## src/rtl/qbert_pkg.sv

```systemverilog
// Shared types and constants for the Q*bert pyramid renderer.
//   rgb_t          : packed 8/8/8 pixel colour
//   scan_state_t   : landing-scan FSM encoding
//   *_RGB          : palette used by the pixel colour stage
//   cube_base()    : flat index of the first cube of a rank (rank-major order)
package qbert_pkg;

    typedef struct packed {
        logic [7:0] r;
        logic [7:0] g;
        logic [7:0] b;
    } rgb_t;

    typedef enum logic [1:0] {
        IDLE   = 2'd0,
        SCAN   = 2'd1,
        UPDATE = 2'd2
    } scan_state_t;

    localparam rgb_t QBERT_RGB      = '{r: 8'd216, g: 8'd95,  b: 8'd2};
    localparam rgb_t LEFT_RGB       = '{r: 8'd86,  g: 8'd169, b: 8'd152};
    localparam rgb_t RIGHT_RGB      = '{r: 8'd49,  g: 8'd70,  b: 8'd70};
    localparam rgb_t TOP_START_RGB  = '{r: 8'd86,  g: 8'd70,  b: 8'd239};
    localparam rgb_t TOP_MID_RGB    = '{r: 8'd239, g: 8'd70,  b: 8'd150};
    localparam rgb_t TOP_TARGET_RGB = '{r: 8'd222, g: 8'd222, b: 8'd0};
    localparam rgb_t BLACK_RGB      = '{r: 8'd0,   g: 8'd0,   b: 8'd0};

    // Rank r holds n-r cubes, so it starts after sum_{j<r}(n-j) cubes.
    // Elaboration-time only.
    function automatic int cube_base(input int r, input int n);
        return r * n - (r * (r - 1)) / 2;
    endfunction

endpackage

```

## src/rtl/qbert_pyramid_renderer_if.sv

```systemverilog
// Bus between the MTL/game logic (master) and the pyramid renderer (slave).
//   master drives : qbert_jump, Qbert box bounds, map geometry, level_clear,
//                   x_cnt/y_cnt pixel counters
//   slave drives  : red/green/blue, landed_valid/landed_idx, fell_off,
//                   cubes_done, level_done
interface qbert_pyramid_renderer_if #(parameter int N_RANKS = 3);

    localparam int NCUBES = N_RANKS * (N_RANKS + 1) / 2;
    localparam int IW     = (NCUBES > 1) ? $clog2(NCUBES) : 1;
    localparam int DW     = $clog2(NCUBES + 1);

    logic          qbert_jump;
    logic [10:0]   QBERT_POSITION_X0, QBERT_POSITION_X1;
    logic [9:0]    QBERT_POSITION_Y0, QBERT_POSITION_Y1;
    logic [10:0]   XLENGTH, XDIAG_DEMI, RANK1_X_OFFSET;
    logic [9:0]    YDIAG_DEMI, RANK1_Y_OFFSET;
    logic          level_clear;
    logic [10:0]   x_cnt;
    logic [9:0]    y_cnt;
    logic [7:0]    red, green, blue;
    logic          landed_valid;
    logic [IW-1:0] landed_idx;
    logic          fell_off;
    logic [DW-1:0] cubes_done;
    logic          level_done;

    modport master (
        output qbert_jump, QBERT_POSITION_X0, QBERT_POSITION_X1,
               QBERT_POSITION_Y0, QBERT_POSITION_Y1, XLENGTH, XDIAG_DEMI,
               RANK1_X_OFFSET, YDIAG_DEMI, RANK1_Y_OFFSET, level_clear,
               x_cnt, y_cnt,
        input  red, green, blue, landed_valid, landed_idx, fell_off,
               cubes_done, level_done
    );

    modport slave (
        input  qbert_jump, QBERT_POSITION_X0, QBERT_POSITION_X1,
               QBERT_POSITION_Y0, QBERT_POSITION_Y1, XLENGTH, XDIAG_DEMI,
               RANK1_X_OFFSET, YDIAG_DEMI, RANK1_Y_OFFSET, level_clear,
               x_cnt, y_cnt,
        output red, green, blue, landed_valid, landed_idx, fell_off,
               cubes_done, level_done
    );

endinterface

```

## src/rtl/cube_generator.sv

```systemverilog
// Face hit test for one isometric cube (pixel stage S1, registered).
//   clk_i, rst_i          : clock, synchronous active-high reset
//   x_cnt_i, y_cnt_i      : current pixel
//   x_off_i, y_off_i      : cube origin
//   xlength_i, xdiag_i, ydiag_i : cube geometry
//   left_o, right_o, top_o: registered face hits
// The cube spans dx in [0, XLENGTH+2*XDIAG] and dy in [0, 2*YDIAG] from its
// origin. The side band dx < XLENGTH is split at dy = YDIAG into the left and
// right faces; the rest of the span is the top face. Offsets are taken
// modulo the counter width, so a pixel "before" the origin wraps to a large
// value and misses every range compare.
module cube_generator (
    input  logic        clk_i,
    input  logic        rst_i,
    input  logic [10:0] x_cnt_i,
    input  logic [9:0]  y_cnt_i,
    input  logic [10:0] x_off_i,
    input  logic [9:0]  y_off_i,
    input  logic [10:0] xlength_i,
    input  logic [10:0] xdiag_i,
    input  logic [9:0]  ydiag_i,
    output logic        left_o,
    output logic        right_o,
    output logic        top_o
);

    logic [10:0] dx, top_end;
    logic [9:0]  dy, ydiag2;
    logic        side, left_d, right_d, top_d;
    logic        left_q, right_q, top_q;

    assign dx      = x_cnt_i - x_off_i;
    assign dy      = y_cnt_i - y_off_i;
    assign top_end = xlength_i + xdiag_i + xdiag_i;
    assign ydiag2  = ydiag_i + ydiag_i;
    assign side    = dx < xlength_i;
    assign left_d  = side && (dy < ydiag_i);
    assign right_d = side && (dy >= ydiag_i) && (dy <= ydiag2);
    assign top_d   = (dx >= xlength_i) && (dx <= top_end) && (dy <= ydiag2);

    always_ff @(posedge clk_i) begin
        if (rst_i) begin
            left_q  <= 1'b0;
            right_q <= 1'b0;
            top_q   <= 1'b0;
        end else begin
            left_q  <= left_d;
            right_q <= right_d;
            top_q   <= top_d;
        end
    end

    assign left_o  = left_q;
    assign right_o = right_q;
    assign top_o   = top_q;

endmodule

```

## src/rtl/qbert_pyramid_renderer.sv

```systemverilog
// N_RANKS-deep Q*bert pyramid renderer with per-cube hit state.
//   CLK_33 : pixel clock
//   reset  : synchronous, active-high
//   bus    : slave side of qbert_pyramid_renderer_if (pixel counters, Qbert
//            box, geometry, level_clear in; rgb and landing status out)
// Pixel path: S1 cube face hits, S2 face OR + top-face owner, S3 colour.
// Landing path: on each falling edge of qbert_jump, scan the cubes one per
// cycle for the one under the Qbert box centre and bump its hit state.
module qbert_pyramid_renderer
    import qbert_pkg::*;
#(
    parameter int N_RANKS     = 3,
    parameter int HIT_LEVELS  = 1,
    parameter int REVERT_MODE = 0
) (
    input  logic                     CLK_33,
    input  logic                     reset,
    qbert_pyramid_renderer_if.slave  bus
);

    localparam int NCUBES = N_RANKS * (N_RANKS + 1) / 2;
    localparam int IW     = (NCUBES > 1) ? $clog2(NCUBES) : 1;
    localparam int DW     = $clog2(NCUBES + 1);
    localparam logic [1:0] HL        = 2'(HIT_LEVELS);
    localparam logic [1:0] ST_IDLE   = 2'(IDLE);
    localparam logic [1:0] ST_SCAN   = 2'(SCAN);
    localparam logic [1:0] ST_UPDATE = 2'(UPDATE);

    // ---------------- geometry (products by repeated addition) ----------------
    logic [10:0] xstep;
    logic [9:0]  ystep;
    logic [10:0] rank_x [N_RANKS];
    logic [9:0]  rank_y [N_RANKS];
    logic [9:0]  kofs   [N_RANKS];
    logic [10:0] cube_x [NCUBES], cube_cx [NCUBES];
    logic [9:0]  cube_y [NCUBES], cube_cy [NCUBES];
    logic [NCUBES-1:0] left_s1, right_s1, top_s1;

    always_comb begin
        xstep     = bus.XLENGTH + bus.XDIAG_DEMI + 11'd1;
        ystep     = bus.YDIAG_DEMI + bus.YDIAG_DEMI + 10'd1;
        rank_x[0] = bus.RANK1_X_OFFSET;
        rank_y[0] = bus.RANK1_Y_OFFSET;
        kofs[0]   = '0;
        for (int r = 1; r < N_RANKS; r++) begin
            rank_x[r] = rank_x[r-1] - xstep;
            rank_y[r] = rank_y[r-1] + bus.YDIAG_DEMI;
            kofs[r]   = kofs[r-1] + ystep;
        end
    end

    for (genvar r = 0; r < N_RANKS; r++) begin : g_rank
        for (genvar k = 0; k < N_RANKS - r; k++) begin : g_pos
            localparam int I = cube_base(r, N_RANKS) + k;
            assign cube_x[I]  = rank_x[r];
            assign cube_y[I]  = rank_y[r] + kofs[k];
            assign cube_cx[I] = rank_x[r] + bus.XLENGTH + bus.XDIAG_DEMI;
            assign cube_cy[I] = rank_y[r] + kofs[k] + bus.YDIAG_DEMI;
            cube_generator u_cube (
                .clk_i     (CLK_33),
                .rst_i     (reset),
                .x_cnt_i   (bus.x_cnt),
                .y_cnt_i   (bus.y_cnt),
                .x_off_i   (cube_x[I]),
                .y_off_i   (cube_y[I]),
                .xlength_i (bus.XLENGTH),
                .xdiag_i   (bus.XDIAG_DEMI),
                .ydiag_i   (bus.YDIAG_DEMI),
                .left_o    (left_s1[I]),
                .right_o   (right_s1[I]),
                .top_o     (top_s1[I])
            );
        end
    end

    // ---------------- pixel pipeline S2/S3 ----------------
    logic          qb_hit;
    logic [1:0]    qb_pipe_q;           // Qbert box hit aligned to S3
    logic          is_left_q, is_right_q, is_top_q;
    logic [IW-1:0] owner_d, owner_q;
    logic [1:0]    hit_q [NCUBES];
    logic [1:0]    hit_d [NCUBES];
    logic [1:0]    top_st;
    rgb_t          top_rgb, rgb_d, rgb_q;

    assign qb_hit = (bus.x_cnt >= bus.QBERT_POSITION_X0) && (bus.x_cnt <= bus.QBERT_POSITION_X1) &&
                    (bus.y_cnt >= bus.QBERT_POSITION_Y0) && (bus.y_cnt <= bus.QBERT_POSITION_Y1);

    // Faces never overlap within a cube, but tops of neighbours can touch;
    // the lowest index wins.
    always_comb begin
        owner_d = '0;
        for (int i = NCUBES - 1; i >= 0; i--)
            if (top_s1[i]) owner_d = IW'(i);
    end

    always_comb begin
        top_st = hit_q[owner_q];
        if (top_st == 2'd0)    top_rgb = TOP_START_RGB;
        else if (top_st == HL) top_rgb = TOP_TARGET_RGB;
        else                   top_rgb = TOP_MID_RGB;
        if (qb_pipe_q[1])    rgb_d = QBERT_RGB;
        else if (is_left_q)  rgb_d = LEFT_RGB;
        else if (is_right_q) rgb_d = RIGHT_RGB;
        else if (is_top_q)   rgb_d = top_rgb;
        else                 rgb_d = BLACK_RGB;
    end

    // ---------------- landing FSM ----------------
    logic [1:0]    state_q, state_d;
    logic [IW-1:0] idx_q, idx_d, landed_idx_q, landed_idx_d;
    logic [10:0]   qx_q, qx_d, dxs, adx;
    logic [9:0]    qy_q, qy_d, dys, ady;
    logic          pend_q, pend_d, jump_q, land, scan_hit;
    logic          landed_valid_q, landed_valid_d, fell_off_q, fell_off_d;
    logic [DW-1:0] cubes_done_q, cubes_done_d;
    logic [1:0]    cur, nxt;

    assign land     = jump_q && !bus.qbert_jump;
    assign dxs      = qx_q - cube_cx[idx_q];
    assign dys      = qy_q - cube_cy[idx_q];
    assign adx      = dxs[10] ? (11'd0 - dxs) : dxs;
    assign ady      = dys[9]  ? (10'd0 - dys) : dys;
    assign scan_hit = (adx <= bus.XDIAG_DEMI) && (ady <= bus.YDIAG_DEMI);
    assign cur      = hit_q[idx_q];
    assign nxt      = (cur == HL) ? ((REVERT_MODE != 0) ? cur - 2'd1 : cur) : cur + 2'd1;

    always_comb begin
        state_d        = state_q;
        idx_d          = idx_q;
        qx_d           = qx_q;
        qy_d           = qy_q;
        pend_d         = pend_q;
        hit_d          = hit_q;
        cubes_done_d   = cubes_done_q;
        landed_valid_d = 1'b0;
        landed_idx_d   = landed_idx_q;
        fell_off_d     = 1'b0;
        case (state_q)
            ST_IDLE: begin
                // A pending landing is taken first; an edge arriving in the
                // same cycle is dropped because the single slot is full.
                if (pend_q || land) begin
                    pend_d  = 1'b0;
                    qx_d    = 11'(({1'b0, bus.QBERT_POSITION_X0} + {1'b0, bus.QBERT_POSITION_X1}) >> 1);
                    qy_d    = 10'(({1'b0, bus.QBERT_POSITION_Y0} + {1'b0, bus.QBERT_POSITION_Y1}) >> 1);
                    idx_d   = '0;
                    state_d = ST_SCAN;
                end
            end
            ST_SCAN: begin
                if (land) pend_d = 1'b1;
                if (scan_hit) begin
                    state_d = ST_UPDATE;
                end else if (idx_q == IW'(NCUBES - 1)) begin
                    fell_off_d = 1'b1;
                    state_d    = ST_IDLE;
                end else begin
                    idx_d = idx_q + 1'b1;
                end
            end
            ST_UPDATE: begin
                if (land) pend_d = 1'b1;
                hit_d[idx_q] = nxt;
                if (cur != HL && nxt == HL)      cubes_done_d = cubes_done_q + DW'(1);
                else if (cur == HL && nxt != HL) cubes_done_d = cubes_done_q - DW'(1);
                landed_valid_d = 1'b1;
                landed_idx_d   = idx_q;
                state_d        = ST_IDLE;
            end
            default: state_d = ST_IDLE;
        endcase
        if (bus.level_clear) begin
            for (int i = 0; i < NCUBES; i++) hit_d[i] = 2'd0;
            cubes_done_d   = '0;
            pend_d         = 1'b0;
            landed_valid_d = 1'b0;
            fell_off_d     = 1'b0;
            state_d        = ST_IDLE;
        end
    end

    always_ff @(posedge CLK_33) begin
        if (reset) begin
            qb_pipe_q      <= '0;
            is_left_q      <= 1'b0;
            is_right_q     <= 1'b0;
            is_top_q       <= 1'b0;
            owner_q        <= '0;
            rgb_q          <= BLACK_RGB;
            state_q        <= ST_IDLE;
            idx_q          <= '0;
            qx_q           <= '0;
            qy_q           <= '0;
            pend_q         <= 1'b0;
            jump_q         <= 1'b0;
            for (int i = 0; i < NCUBES; i++) hit_q[i] <= 2'd0;
            cubes_done_q   <= '0;
            landed_valid_q <= 1'b0;
            landed_idx_q   <= '0;
            fell_off_q     <= 1'b0;
        end else begin
            qb_pipe_q      <= {qb_pipe_q[0], qb_hit};
            is_left_q      <= |left_s1;
            is_right_q     <= |right_s1;
            is_top_q       <= |top_s1;
            owner_q        <= owner_d;
            rgb_q          <= rgb_d;
            state_q        <= state_d;
            idx_q          <= idx_d;
            qx_q           <= qx_d;
            qy_q           <= qy_d;
            pend_q         <= pend_d;
            jump_q         <= bus.qbert_jump;
            hit_q          <= hit_d;
            cubes_done_q   <= cubes_done_d;
            landed_valid_q <= landed_valid_d;
            landed_idx_q   <= landed_idx_d;
            fell_off_q     <= fell_off_d;
        end
    end

    assign bus.red          = rgb_q.r;
    assign bus.green        = rgb_q.g;
    assign bus.blue         = rgb_q.b;
    assign bus.landed_valid = landed_valid_q;
    assign bus.landed_idx   = landed_idx_q;
    assign bus.fell_off     = fell_off_q;
    assign bus.cubes_done   = cubes_done_q;
    assign bus.level_done   = (cubes_done_q == DW'(NCUBES));

endmodule

```

## src/flat_wrapper.sv

```systemverilog
// flat-port wrapper written by rule: the top's interface ports become plain ports
module qbert_pyramid_renderer_flat import qbert_pkg::*;
#(
    parameter int N_RANKS     = 3,
    parameter int HIT_LEVELS  = 1,
    parameter int REVERT_MODE = 0
)
  (CLK_33, reset, bus_qbert_jump, bus_QBERT_POSITION_X0, bus_QBERT_POSITION_X1, bus_QBERT_POSITION_Y0, bus_QBERT_POSITION_Y1, bus_XLENGTH, bus_XDIAG_DEMI, bus_RANK1_X_OFFSET, bus_YDIAG_DEMI, bus_RANK1_Y_OFFSET, bus_level_clear, bus_x_cnt, bus_y_cnt, bus_red, bus_green, bus_blue, bus_landed_valid, bus_landed_idx, bus_fell_off, bus_cubes_done, bus_level_done);
  qbert_pyramid_renderer_if #(.N_RANKS(N_RANKS)) bus_i ();
  input  logic CLK_33;
  input  logic reset;
  input wire logic [$bits(bus_i.qbert_jump)-1:0] bus_qbert_jump;
  input wire logic [$bits(bus_i.QBERT_POSITION_X0)-1:0] bus_QBERT_POSITION_X0;
  input wire logic [$bits(bus_i.QBERT_POSITION_X1)-1:0] bus_QBERT_POSITION_X1;
  input wire logic [$bits(bus_i.QBERT_POSITION_Y0)-1:0] bus_QBERT_POSITION_Y0;
  input wire logic [$bits(bus_i.QBERT_POSITION_Y1)-1:0] bus_QBERT_POSITION_Y1;
  input wire logic [$bits(bus_i.XLENGTH)-1:0] bus_XLENGTH;
  input wire logic [$bits(bus_i.XDIAG_DEMI)-1:0] bus_XDIAG_DEMI;
  input wire logic [$bits(bus_i.RANK1_X_OFFSET)-1:0] bus_RANK1_X_OFFSET;
  input wire logic [$bits(bus_i.YDIAG_DEMI)-1:0] bus_YDIAG_DEMI;
  input wire logic [$bits(bus_i.RANK1_Y_OFFSET)-1:0] bus_RANK1_Y_OFFSET;
  input wire logic [$bits(bus_i.level_clear)-1:0] bus_level_clear;
  input wire logic [$bits(bus_i.x_cnt)-1:0] bus_x_cnt;
  input wire logic [$bits(bus_i.y_cnt)-1:0] bus_y_cnt;
  output wire logic [$bits(bus_i.red)-1:0] bus_red;
  output wire logic [$bits(bus_i.green)-1:0] bus_green;
  output wire logic [$bits(bus_i.blue)-1:0] bus_blue;
  output wire logic [$bits(bus_i.landed_valid)-1:0] bus_landed_valid;
  output wire logic [$bits(bus_i.landed_idx)-1:0] bus_landed_idx;
  output wire logic [$bits(bus_i.fell_off)-1:0] bus_fell_off;
  output wire logic [$bits(bus_i.cubes_done)-1:0] bus_cubes_done;
  output wire logic [$bits(bus_i.level_done)-1:0] bus_level_done;
  assign bus_i.qbert_jump = bus_qbert_jump;
  assign bus_i.QBERT_POSITION_X0 = bus_QBERT_POSITION_X0;
  assign bus_i.QBERT_POSITION_X1 = bus_QBERT_POSITION_X1;
  assign bus_i.QBERT_POSITION_Y0 = bus_QBERT_POSITION_Y0;
  assign bus_i.QBERT_POSITION_Y1 = bus_QBERT_POSITION_Y1;
  assign bus_i.XLENGTH = bus_XLENGTH;
  assign bus_i.XDIAG_DEMI = bus_XDIAG_DEMI;
  assign bus_i.RANK1_X_OFFSET = bus_RANK1_X_OFFSET;
  assign bus_i.YDIAG_DEMI = bus_YDIAG_DEMI;
  assign bus_i.RANK1_Y_OFFSET = bus_RANK1_Y_OFFSET;
  assign bus_i.level_clear = bus_level_clear;
  assign bus_i.x_cnt = bus_x_cnt;
  assign bus_i.y_cnt = bus_y_cnt;
  assign bus_red = bus_i.red;
  assign bus_green = bus_i.green;
  assign bus_blue = bus_i.blue;
  assign bus_landed_valid = bus_i.landed_valid;
  assign bus_landed_idx = bus_i.landed_idx;
  assign bus_fell_off = bus_i.fell_off;
  assign bus_cubes_done = bus_i.cubes_done;
  assign bus_level_done = bus_i.level_done;
  qbert_pyramid_renderer #(.N_RANKS(N_RANKS), .HIT_LEVELS(HIT_LEVELS), .REVERT_MODE(REVERT_MODE)) u_core (.CLK_33(CLK_33), .reset(reset), .bus(bus_i));
endmodule
```

## config.mk

```make
export PLATFORM = sky130hd
export DESIGN_NAME = qbert_pyramid_renderer_flat
export DESIGN_NICKNAME = d
export VERILOG_FILES = /design/src/rtl/qbert_pkg.sv /design/src/rtl/qbert_pyramid_renderer_if.sv /design/src/rtl/cube_generator.sv /design/src/rtl/qbert_pyramid_renderer.sv /design/src/flat_wrapper.sv
export SDC_FILE = /design/constraint.sdc
export NUM_CORES = 1
export LEC_CHECK = 0
export CAP_MARGIN = 20
export CORE_UTILIZATION = 30
export CTS_BUF_LIST = sky130_fd_sc_hd__clkbuf_4
export CTS_CLUSTER_SIZE = 30
export DETAILED_ROUTE_END_ITERATION = 16
export SYNTH_ARGS = -nofsm -noshare
export SYNTH_HDL_FRONTEND = slang
export SYNTH_SLANG_ARGS = --single-unit
export TNS_END_PERCENT = 5
```

## constraint.sdc

```tcl
create_clock -name CLK_33 -period 25.6 [get_ports CLK_33]
set_input_delay 3.84 -clock CLK_33 [delete_from_list [all_inputs] [get_ports CLK_33]]
set_output_delay 3.84 -clock CLK_33 [all_outputs]
set_load 0.01 [all_outputs]
```

* Yosys cells after proc, flatten, opt, wreduce, memory -nomap -nowiden
Index checks and enable logic that the tools add are counted.
** Storage, ports and cells
- Register bits after elaboration :: 98
- Input port bits :: 120
- Output and inout bits :: 33
- Logic and storage cells :: 249
** Cells by class
- $add $sub $neg :: 42
- Magnitude comparators :: 36
- Equality and inequality tests :: 14
- Mux-type cells :: 44
- Bitwise operators :: 4
- Reduce and logical (&&, ||, !) cells :: 59
** Operators by type and width (number)
- two-way mux 24 bit :: 5
- adder 10 bit :: 11
- adder 11 bit :: 8
- less-or-equal comparator 10 bit :: 8
- greater-or-equal comparator 10 bit :: 7
- subtractor 10 bit :: 7
- subtractor 11 bit :: 6
- < comparator 10 bit :: 6
- less-or-equal comparator 11 bit :: 5
- greater-or-equal comparator 11 bit :: 4
- logical AND 1 bit :: 35
- binary-select mux 11 bit (select 3 bit) :: 1
- < comparator 11 bit :: 3
- two-way mux 11 bit :: 3
- binary-select mux 10 bit (select 3 bit) :: 1
- two-way mux 10 bit :: 3
- two-way mux 2 bit :: 11
- two-way mux 22 bit :: 1
- two-way mux 3 bit :: 7
- OR reduction 6 bit :: 3
- adder 11 x 11 -> 12 bit :: 1
- binary-select mux 2 bit (select 3 bit) :: 2
- bitwise mux 12 bit :: 1
- adder 10 x 10 -> 11 bit :: 1
- 33 further kinds :: 59

* Logic depth before layout (Yosys ltp)
- Word-level depth :: 16
- Depth in mapped cells :: 52
- Gate-level depth less buffers :: 50

* By module
A second synthesis with hierarchy kept.
** Second synthesis, totals
- Cell total of the unflattened synthesis :: 3567
- Area total of the unflattened synthesis :: 27408.8 um^2
** By module, submodules not included
- qbert_pyramid_renderer :: times used 1, cells each 1679, area each 13275.2 um^2, seq. area each 1481.4 um^2
- cube_generator (u_core.g_rank[0].g_pos[0].u_cube ...) :: times used 3, cells each 315, area each 2356.0 um^2, seq. area each 60.1 um^2
- cube_generator (u_core.g_rank[0].g_pos[2].u_cube ...) :: times used 2, cells each 315, area each 2354.8 um^2, seq. area each 60.1 um^2
- cube_generator (u_core.g_rank[1].g_pos[1].u_cube) :: times used 1, cells each 313, area each 2356.0 um^2, seq. area each 60.1 um^2

* Least setup slack after synthesis
Ideal clock, no wire load.
- Path kind :: input to register
- Start point :: input port bus_XDIAG_DEMI[1]
- End point :: register u_core.idx_q[2]
- Library setup time :: 0.086 ns
- Data arrival time :: 12.862 ns
- Required time :: 25.514 ns
- Path slack :: 12.652 ns
- Cell stages on the path :: 49
- Path buffers :: 2
- Cells stage by stage :: inv_1 > fa_1 > inv_1 > ha_1 > inv_1 > ha_1 > nor2b_1 > o21ai_0 > a21boi_0 > o21ai_0 > and3_1 > nor2_1 > o21ai_0 > nand2b_1 > xor2_1 > ha_1 > a2111oi_0 > or3_1 > (+13 left out) > and3_1 > clkbuf_1 > buf_1 > nor3_1 > o21ai_0 > nand4_1 > a211oi_1 > ha_1 > o21a_1 > o21a_1 > o21a_1 > o21a_1 > o21ai_0 > a21oi_1 > o31ai_1 > a21o_1 > a21oi_1 > a211oi_1
** On the way
- Word-level cells in the longest chain between the ends :: 16
- Elaborated cells on any way between the ends :: 19
- Classes of those cells :: 11 x add/sub; 1 x order compare; 1 x eq/ne; 4 x mux; 2 x reduce/logical
** Ends and longest elaborated chain
- start, declared :: line flat_wrapper.sv:18 : input wire logic [$bits(bus_i.XDIAG_DEMI)-1:0] bus_XDIAG_DEMI;
- adder 11 bit :: line qbert_pyramid_renderer.sv:40 : xstep = bus.XLENGTH + bus.XDIAG_DEMI + 11'd1;
- adder 11 x 1 -> 11 bit :: line qbert_pyramid_renderer.sv:40
- subtractor 11 bit (2 in a row) :: line qbert_pyramid_renderer.sv:46 : rank_x[r] = rank_x[r-1] - xstep;
- adder 11 bit (2 in a row) :: line qbert_pyramid_renderer.sv:57 : assign cube_cx[I] = rank_x[r] + bus.XLENGTH + bus.XDIAG_DEMI;
- binary-select mux 11 bit (select 3 bit) :: line qbert_pyramid_renderer.sv:120 : assign dxs = qx_q - cube_cx[idx_q];
- two-way mux 11 bit (not written as such) (2 in a row) :: line qbert_pyramid_renderer.sv:120
- subtractor 11 bit :: line qbert_pyramid_renderer.sv:120
- subtractor 1 x 11 -> 11 bit :: line qbert_pyramid_renderer.sv:122 : assign adx = dxs[10] ? (11'd0 - dxs) : dxs;
- two-way mux 11 bit :: line qbert_pyramid_renderer.sv:122
- less-or-equal comparator 11 bit * :: line qbert_pyramid_renderer.sv:124 : assign scan_hit = (adx <= bus.XDIAG_DEMI) && (ady <= bus.YDIAG_DEMI);
- logical AND 1 bit * :: line qbert_pyramid_renderer.sv:124
- != test 2 bit (no line) *
- AND reduction 4 bit (no line) *
- end signal, assigned :: line qbert_pyramid_renderer.sv:210 : idx_q <= idx_d;
- end, declared :: line qbert_pyramid_renderer.sv:111 : logic [IW-1:0] idx_q, idx_d, landed_idx_q, landed_idx_d;
Every way passes the cells marked *; elsewhere a longest branch is shown, timed or not. The select of a mux whose other input is x is not followed.
A chain may end at the register's enable or synchronous reset.

* Worst setup path in the final report
- Start point :: input port bus_XDIAG_DEMI[0]
- End point :: register u_core.idx_q[0]
Same word-level chain as after synthesis.

==> summary.md <==
| Metric | Value |
|---|---|
| Clock Tree Root | `clkbuf_4` |
| Ports | `153` |
| Syn-to-layout area delta | `12.9%` |
| Nets | `3,623` |
| Post-Syn Instances | `roughly 2,800` |
| RSZ-0062 raised after global routing | `false` |
| Clock share of power | `0.037` |
| Avg Inst Size Synth | `~8 um^2` |
| Critical path arrival | `approximately 15,000 ps` |
| # clock sinks | `92` |
| PostCTS Resize Cnt | `0` |
| Worst Skew | `24.9 ps` |
| Synth async-reset ratio | `0` |
| Die area | `around 0.075 mm^2` |
| Pre-CTS setup slack | `roughly 11,000 ps` |
| Routed len/inst | `18.9 um` |
| I/O Buffers | `152` |
| Tot Pwr | `2.68 mW` |
| Crit path max-delay cell type | `clkdlybuf4s50_1` |
| Post-DP HPWL | `62.4 mm` |
| Post-Place Cell Area | `0.0249 mm^2` |
| Final instance area | `0.0251 mm^2` |
| Final setup viols | `0` |
| R2R depth | `26` |
| Drt drc | `20` |
| Total Wirelength | `about 74 mm` |
| Max-slew headroom | `0.439` |
| Mapped Area | `0.0222 mm^2` |
| Fin cells | `3,906` |
| Core Footprint | `0.0731 mm^2` |
| Max incr delay on CP | `~700 ps` |
| Worst IR Drop VDD | `about 72 uV` |
| Fmax | `69.4 MHz` |
| Worst Slack Setup Final | `11,180 ps` |
| Vias in the first global route | `20,000` |
| Vias per cell | `5.23` |
| CTS tree | `done` |
| Cells after DPL | `3,885` |
| Cts bufs inserted | `9` |
| Final period utilization | `0.563` |
| Int Power | `1.25 mW` |
| Detail Route Antenna Nets | `0` |
| Total grt overflow | `0` |
| Fin. Hold Viols | `0` |
| Cell mode on critical path | `ha_1` |
| Psw | `1.43 mW` |
| Placer congestion estimate | `0.952` |
| Max Root-Sink Buffers | `2` |
| DR iter-0 viols | `between 1,000 and 1,500` |
| Flop pwr share | `0.065` |
| Setup crit start kind | `input port` |
| Yosys warns | `0` |
| Run status | `finished with violations` |
| CTS clk-pin slew, worst paths | `170 ps` |
| Flops & latches, synth | `between 90 and 100` |
| Min-Delay Path Class | `flip-flop to flip-flop` |
| Worst setup EP type | `flip-flop` |
| Max Cap Viol | `0` |
| Logic pwr share | `0.899` |
| Via count | `approximately 20,000` |
| Min Clock Period, post-route | `14,420 ps` |
| Top_reg_cell synth | `dfxtp_1` |
| Setup bufs post-CTS | `0` |
| Setup CP Type | `input port to flip-flop` |
| TNS Setup | `0 ps` |
| Failing checks | `design-rule violations` |
| Syn nets | `3,482` |
| Hold path depth | `1` |
| Gr usage total | `0.198` |
| Worst Max-Slew Pin Slew | `836 ps` |
| Hold buffers post-CTS | `0` |
| Clk Latency, worst-skew pair | `approximately 520 ps` |
| Final Max Tran Viols | `0` |
| Post-synthesis sequential area ratio | `0.0829` |
| Largest net degree at the start of global routing | `54` |
| First-pass GRT wire length | `115 mm` |
| # rows | `99` |
| Crit Path Max Fanout | `17` |
| PD cells | `107 mW/mm^2` |
| CP required | `roughly 26,000 ps` |
| EDFF count, synth | `0` |
| Initial antenna violation count | `5` |
| Leak Pwr | `about 12 nW` |
| CTS H-tree depth | `3` |
| Initial Util | `0.304` |
| Layout cell share with drive strength beyond 1 | `0.0330` |
| Die Y-Extent | `274 um` |
| Die X | `274 um` |
| Sw Share | `0.533` |
| DRT Pass-1 Iters | `12` |
| Cell variety after synth | `90` |
==> layout by cell type, fill, tap and decap left out, drive strengths merged, types with 92 or more instances in the layout <==
cell type	n
nor2	200
a21oi	202
dfxtp	92
clkdlybuf4s50	151
a21o	108
nand2	128
o21a	99
xor2	93
inv	294
xnor2	151
o21ai	152
ha	509
==> flip-flops by register name (all words and copies together), names as in the netlist, 2 cells and up <==
signal,cells
u_core.bus.red,5
u_core.g_rank.g_pos.u_cube.top_o,6
u_core.state_q,2
u_core.bus.green,6
u_core.owner_q,3
u_core.hit_q,12
u_core.g_rank.g_pos.u_cube.left_o,6
u_core.bus.blue,7
u_core.qb_pipe_q,2
u_core.bus.cubes_done,3
u_core.qy_q,10
u_core.bus.landed_idx,3
u_core.idx_q,3
u_core.g_rank.g_pos.u_cube.right_o,6
u_core.qx_q,11
==> cell usage after synthesis (31+ instances only) <==
library cell / number / share of area
ha_1: 509 / 0.29
inv_1: 291 / 0.049
a21oi_1: 200 / 0.045
nor2_1: 198 / 0.033
o21ai_0: 148 / 0.033
xnor2_1: 147 / 0.058
nand2_1: 127 / 0.021
a21o_1: 108 / 0.036
o21a_1: 99 / 0.033
dfxtp_1: 92 / 0.083
xor2_1: 92 / 0.036
nor3_1: 89 / 0.020
nor2b_1: 74 / 0.021
fa_1: 57 / 0.051
nand4_1: 56 / 0.016
nand2b_1: 51 / 0.014
nand3_1: 39 / 0.0088
mux2i_1: 34 / 0.015
clkbuf_1: 31 / 0.0052
==> area by class of cell <==
type	count	area, um^2
timing repair buffer	175	1690
clock inverter	7	96.3
tap	959	1200
antenna	5	12.5
fill	7743	48000
multi-input combinational	2365	19100
sequential	92	1840
clock buffer	9	67.6
inverter	294	1100
==> per-layer routing <==
layer	vias up	share of wire	global-route usage
li1	10300	-	-
met3	79	0.046	0.0157
met5	-	0	0
met4	0	0.023	0.0491
met2	533	0.46	0.333
met1	9483	0.47	0.270
==> cells by family after synthesis <==
group,after synthesis,synth area share
flops,92,0.0829
fa+ha+maj,566,0.338
mux,46,0.0260
simple gates,743,0.168
buf+inv,339,0.0585
xor+xnor,247,0.101
compound gates,763,0.226
==> worst max-delay path: cells and delay by family <==
kind                       cells  cell delay, ps
xor gates and xnor gates       3             500
AOI/OAI and AO/OA             21            4510
buffers and inverters          6            1150
adders and majority gates      9            2880
and+or+nand+nor                9            1980
==> per-stage QoR <==
stage	utilization	hold WS, ps
finish	0.343	461
global route	0.343	464
CTS	0.343	456
detailed placement	0.341	434
global placement	0.341	423
floorplan	-	414
==> worst paths after layout <==
path	start	end	slack, ps
worst min-delay path	u_core.qb_pipe_q[0]	u_core.qb_pipe_q[1]	460
worst min register to register	u_core.qb_pipe_q[0]	u_core.qb_pipe_q[1]	460
worst max-delay path	bus_XDIAG_DEMI[0]	u_core.idx_q[0]	11180
worst max register to register	u_core.idx_q[0]	u_core.idx_q[0]	18520
==> power by group through the flow <==
| stage | registers, mW | clock network, mW | logic (mW) |
|---|---|---|---|
| 6_report | 0.173 | 0.0986 | 2.41 |
| 5_1_grt | 0.176 | 0.108 | 2.71 |
| 4_1_cts | 0.174 | 0.103 | 2.39 |
| 3_5_place_dp | 0.177 | 0 | 2.37 |
| 3_3_place_gp | 0.177 | 0 | 2.35 |
| 2_1_floorplan | 0.177 | 0 | 1.80 |
(Power assumes the default switching activity.)
